File: src/rtl/fetch_unit.sv
// Instruction fetch / program-counter stage feeding the decode LUT of the
// single-cycle MIPS datapath: PC register, imem handshake, next-PC select, faults.
module fetch_unit #(
    parameter logic [31:0] RESET_PC = 32'h0000_0000,
    parameter int unsigned TIMEOUT  = 16
) (
    input  logic        clk,
    input  logic        reset,
    output logic [31:0] imem_addr,
    output logic        imem_req,
    input  logic        imem_valid,
    input  logic [31:0] imem_data,
    input  logic        stall,
    input  logic        IsJump,
    input  logic        IsJAL,
    input  logic        IsJR,
    input  logic        IsBranch,
    input  logic [31:0] jr_target,
    output logic [31:0] pc,
    output logic [31:0] pc_plus4,
    output logic [31:0] inst,
    output logic [5:0]  OP,
    output logic [5:0]  FUNCT,
    output logic [4:0]  rs,
    output logic [4:0]  rt,
    output logic [4:0]  rd,
    output logic [15:0] imm,
    output logic        inst_valid,
    output logic        fault,
    output logic [1:0]  fault_code
);

    typedef enum logic [1:0] {
        S_FETCH = 2'd0,
        S_WAIT  = 2'd1,
        S_EXEC  = 2'd2,
        S_HALT  = 2'd3
    } state_t;

    localparam logic [7:0] WAIT_LAST = 8'(TIMEOUT - 1);

    state_t             state;
    logic [7:0]         wait_cnt;
    logic signed [31:0] br_off;
    logic [31:0]        next_pc;
    logic               jr_misaligned;
    logic               link_unused;

    assign pc_plus4   = pc + 32'd4;
    assign imem_addr  = pc;
    assign imem_req   = (state == S_FETCH) && !reset;
    assign inst_valid = (state == S_EXEC);

    assign OP    = inst[31:26];
    assign rs    = inst[25:21];
    assign rt    = inst[20:16];
    assign rd    = inst[15:11];
    assign imm   = inst[15:0];
    assign FUNCT = inst[5:0];

    // JAL only selects pc_plus4 as the link value downstream; the target is the J target.
    assign link_unused = IsJAL;

    assign br_off        = {{14{inst[15]}}, inst[15:0], 2'b00};
    assign jr_misaligned = IsJR && (jr_target[1:0] != 2'b00);

    always_comb begin
        next_pc = pc_plus4;
        if (IsJR)
            next_pc = jr_target;
        else if (IsJump)
            next_pc = {pc_plus4[31:28], inst[25:0], 2'b00};
        else if (IsBranch)
            next_pc = pc_plus4 + $unsigned(br_off);
    end

    always_ff @(posedge clk) begin
        if (reset) begin
            state      <= S_FETCH;
            pc         <= RESET_PC;
            inst       <= 32'd0;
            wait_cnt   <= 8'd0;
            fault      <= 1'b0;
            fault_code <= 2'b00;
        end else begin
            case (state)
                S_FETCH: begin
                    wait_cnt <= 8'd0;
                    state    <= S_WAIT;
                end
                // The response window is TIMEOUT WAIT cycles; the last one still accepts data.
                S_WAIT: begin
                    if (imem_valid) begin
                        inst  <= imem_data;
                        state <= S_EXEC;
                    end else if (wait_cnt == WAIT_LAST) begin
                        if (!fault) begin
                            fault      <= 1'b1;
                            fault_code <= 2'b01;
                        end
                        state <= S_HALT;
                    end else begin
                        wait_cnt <= wait_cnt + 8'd1;
                    end
                end
                S_EXEC: begin
                    if (!stall) begin
                        if (jr_misaligned) begin
                            if (!fault) begin
                                fault      <= 1'b1;
                                fault_code <= 2'b10;
                            end
                            state <= S_HALT;
                        end else begin
                            pc    <= next_pc;
                            state <= S_FETCH;
                        end
                    end
                end
                S_HALT: begin
                    state <= S_HALT;
                end
            endcase
        end
    end

endmodule

File: config.mk
export PLATFORM = sky130hd
export DESIGN_NAME = fetch_unit
export DESIGN_NICKNAME = d
export VERILOG_FILES = /design/src/rtl/fetch_unit.sv
export SDC_FILE = /design/constraint.sdc
export NUM_CORES = 1
export LEC_CHECK = 0
export ABC_AREA = 0
export BUFFER_PORTS_ARGS = -buffer_cell sky130_fd_sc_hd__buf_2
export CORE_UTILIZATION = 50
export CTS_BUF_LIST = sky130_fd_sc_hd__clkbuf_4 sky130_fd_sc_hd__clkbuf_8 sky130_fd_sc_hd__clkbuf_16
export DETAILED_ROUTE_END_ITERATION = 8
export PLACE_DENSITY = 0.82
export SYNTH_ARGS = -nofsm -noshare
export SYNTH_HDL_FRONTEND = slang
export SYNTH_SLANG_ARGS = --single-unit
File: constraint.sdc
create_clock -name clk -period 5.1 [get_ports clk]
set_input_delay 0.51 -clock clk [delete_from_list [all_inputs] [get_ports clk]]
set_output_delay 0.51 -clock clk [all_outputs]
set_load 0.01 [all_outputs]
==> impl_summary.txt <==
----------------------------------------------------
[Timing]
  Total Negative Setup Slacks ... 0 ps
  RSZ-0062 raised after global routing ... false
  Final critical-path required period ... 4430 ps
  Worst Tran Pin Value ... 1180 ps
  Remaining max-slew budget at the tightest pin ... 21.5%
  Final Hold Slack ... 390 ps
  Maximum clock rate ... 226 MHz
  Clock Skews ... 6.00 ps
  Final Hold Fails ... 0
  Part of the cycle the worst path needs ... 86.9%
  Count of final max-slew check failures ... 0
  Setup Viol. Count Final ... 0

[Worst setup path]
  Maximum fanout count along the critical path ... 8
  Critical path's most frequent cell ... sky130_fd_sc_hd__xor2_1
  Startpoint type of the worst setup path ... flop
  Worst EP required ... 5350 ps
  Endpoint type of the worst setup path ... flop
  Ordered list of cells on the worst path ... nand3_1 -> nor3_1 -> nand2b_1 -> nor2_1 -> xor2_1 -> ha_1 -> a211oi_1 -> nand2_1 -> o22ai_1 -> or2_2 -> o21ai_2 -> a2111oi_4 -> o31ai_1 -> xor2_1 -> a21o_1 -> a31o_1
  Kind of critical path ... reg2reg
  Worst path max stage delay ... 510 ps
  Critical path arrival ... 4680 ps
  Standard cell with the maximum stage delay on the critical path ... sky130_fd_sc_hd__dfxtp_1

[Cells and area]
  Fraction of layout instances using a drive strength above 1 ... 28.7%
  Most used cells in the layout excluding fill and tap cells ... sky130_fd_sc_hd__buf_2 (246), sky130_fd_sc_hd__nand2_1 (120), sky130_fd_sc_hd__a21oi_1 (86)
  Area growth syn-to-layout ... 16.5%
  Leading cell type in the layout, fill and taps excluded ... sky130_fd_sc_hd__buf_2
  Number of nets in the layout ... 1072

[Global route]
  Initial antenna violation count ... 3
  Via count of the first global-routing pass ... 5821
  Maximum number of pins on one net before global-route repair ... 47
  GRT Residual Overflow ... 0
  First-pass GRT wire length ... 30.2 mm
  GRT Overall Usage ... 30.3%

[Outcome]
  Result of the run ... finished, final reports clean

[Drt]
  Vias per Instance ... 5.81
  Routed WL per cell ... 17.3 um
  DR iter-0 viols ... 414
  Initial DRT Pass Iterations ... 5
  Remaining antenna violation count after routing ... 0
  Vias after detailed routing ... 6481
  Routed wire length ... 19.3 mm
  Post-route DRC ... 0

[Clock network]
  Cell at the root of the clock tree ... sky130_fd_sc_hd__clkbuf_16
  Max Root-Sink Buffers ... 2
  Clock latency reported for the late side of the worst-skew pair ... 350 ps
  Number of sinks on the clock net ... 77
  CTS tree ... built
  Num CTS Buffers ... 9
  Number of setup buffers added after CTS ... 0
  H-tree level count ... 3
  Clock slew at the register clock pins of the worst setup and hold paths ... 60 ps
  Hold Buf Count CTS ... 0
  Number of gates given a new drive strength after cts ... 0

[Power]
  Internal power summed over all cells ... 0.00108 W
  Relative contribution of the clock network to total power ... 40.6%
  Part of the total power dissipated in combinational logic ... 17.4%
  Switching share of power ... 30.5%
  P_sw ... 0.000473 W
  Static Leak ... 3.59 nW
  Peak supply drop ... 0.000130 V
  Power share of the sequential group ... 42.0%
  Power per Cell Area ... 217 nW/um2

[Die]
  DIE AREA ... 12700 um2
  Die boundary height ... 113 um
  Die X-Extent ... 113 um
  Starting utilization of the core area ... 51.1%
  Total I/O pin count ... 248
  Row Count ... 40
  Area of the core ... 12000 um2

[Synth]
  Count of yosys warnings during synthesis ... 0
  Asr flop ratio synth ... 0%
  Count of state elements after synthesis ... 77
  Average cell area after synthesis ... 7.48 um2
  Number of synthesized flops with an enable pin ... 0
  Post-synthesis net count ... 927
  Post-synth top flop ... sky130_fd_sc_hd__dfxtp_1
  Number of instances in the synthesized netlist ... 817
  Synthesized area ... 6110 um2
  Netlist cell types ... 63
  Fraction of the yosys area taken by sequential cells ... 25.2%

[Place]
  Port-buffer cells ... 246
  Routability congestion estimate from global placement ... 0.909
  Hpwl dp ... 14.0 mm

[Flow run]
  MaxCap Viol Count ... 0

[Hold path]
  Path type of the worst min-delay path ... in2reg

----------------------------------------------------
## flip-flops by register name, summed over array words and instances (netlist names)
| register | cells |
|---|---|
| wait_cnt | 8 |
| state | 2 |
| fault_code | 2 |
| imem_addr | 32 |
| fault | 1 |
| inst | 32 |
## cell type report
type,count,area [um2]
diodes,1,2.50
clock inverters,5,35.0
fillers,1136,4840
clock buffers,11,246
well taps,147,184
multi-input cells,606,3780
flip-flops and latches,77,1540
inverters,17,63.8
repair buffers,251,1270
## power by group through the flow
| stage | clock (W) | sequential [W] | combinational (W) |
|---|---|---|---|
| floorplan | 0 | 0.000664 | 0.000182 |
| CTS | 0.000628 | 0.000650 | 0.000267 |
| detailed placement | 0 | 0.000663 | 0.000266 |
| global route | 0.000657 | 0.000653 | 0.000297 |
| finish | 0.000629 | 0.000651 | 0.000269 |
| global placement | 0 | 0.000663 | 0.000263 |
## worst max-delay path: cells and delay by family (launching register included)
| kind | cells | cell delay (ps) |
|---|---|---|
| AND/OR/NAND/NOR | 6 | 1280 |
| adder cells (fa/ha/maj) | 1 | 360 |
| XOR/XNOR | 2 | 510 |
| AO/OA/AOI/OAI | 7 | 1650 |
| flip-flops | 1 | 510 |
## synth_stat cells, types with 3 or more instances
cell,number,area share (%)
sky130_fd_sc_hd__xnor2_1,32,4.6
sky130_fd_sc_hd__nand2_1,120,7.4
sky130_fd_sc_hd__or3_1,5,0.51
sky130_fd_sc_hd__and3_1,14,1.4
sky130_fd_sc_hd__a311oi_1,5,0.72
sky130_fd_sc_hd__nor4_1,3,0.31
sky130_fd_sc_hd__a211oi_1,18,2.2
sky130_fd_sc_hd__and4_1,6,0.86
sky130_fd_sc_hd__o21ai_0,38,3.1
sky130_fd_sc_hd__or2_2,5,0.51
sky130_fd_sc_hd__xor2_1,24,3.4
sky130_fd_sc_hd__dfxtp_1,77,25
sky130_fd_sc_hd__o21bai_1,7,0.86
sky130_fd_sc_hd__nand2b_1,5,0.51
sky130_fd_sc_hd__buf_1,4,0.25
sky130_fd_sc_hd__nor2b_1,3,0.31
sky130_fd_sc_hd__clkbuf_1,35,2.1
sky130_fd_sc_hd__nor3_1,14,1.1
sky130_fd_sc_hd__nand3_1,23,1.9
sky130_fd_sc_hd__and2_1,5,0.51
sky130_fd_sc_hd__buf_4,77,9.5
sky130_fd_sc_hd__o21ai_1,3,0.25
sky130_fd_sc_hd__nor2_1,58,3.6
sky130_fd_sc_hd__o211ai_1,11,1.4
sky130_fd_sc_hd__a21o_1,16,2.0
sky130_fd_sc_hd__o22ai_1,5,0.51
sky130_fd_sc_hd__ha_1,37,7.6
sky130_fd_sc_hd__a21oi_1,86,7.0
sky130_fd_sc_hd__nand4_1,8,0.82
sky130_fd_sc_hd__a31oi_1,5,0.51
sky130_fd_sc_hd__inv_1,17,1.0
sky130_fd_sc_hd__mux2i_1,6,0.98
## metrics by stage
stage	utilization, %	total power (W)	setup slack (ps)	cells	instance area (um2)
after floorplan	-	0.000845	1030	817	6110
after global placement	57.2	0.000926	841	1098	6840
after detailed placement	57.2	0.000929	767	1098	6840
after CTS	59.5	0.00154	738	1114	7120
after global routing	59.6	0.00161	319	1115	7120
final	59.6	0.00155	668	1115	7120
## per-layer routing
layer	up-vias	global-route usage [%]	wire length, um
met5	-	0	27
met4	4	10.5	400
met3	37	5.67	1710
met2	311	48.8	8880
met1	3003	40.4	8320
li1	3126	-	-
## final timing paths
| check | from | to | slack [ps] | depth (start not counted) |
|---|---|---|---|---|
| setup / recovery | imem_addr[4] | imem_addr[31] | 670 | 16 |
| hold / removal | imem_data[24] | inst[24] | 390 | 3 |
| setup reg to reg | imem_addr[4] | imem_addr[31] | 670 | 16 |
| hold reg to reg | inst[31] | inst[31] | 470 | 2 |
## cells by family (layout without fill, tap and decap cells)
group                    Yosys count  after routing  share of synthesized area [%]
AND/OR/NAND/NOR                  270            270                           19.8
flip-flops                        77             77                           25.2
multiplexers                       6              6                          0.982
XOR/XNOR                          56             56                           8.02
other                              0              1                              0
AO/OA/AOI/OAI                    236            236                           25.1
adder cells (fa/ha/maj)           38             38                           7.90
buffers and inverters            134            284                           13.0
(Power assumes the default switching activity.)
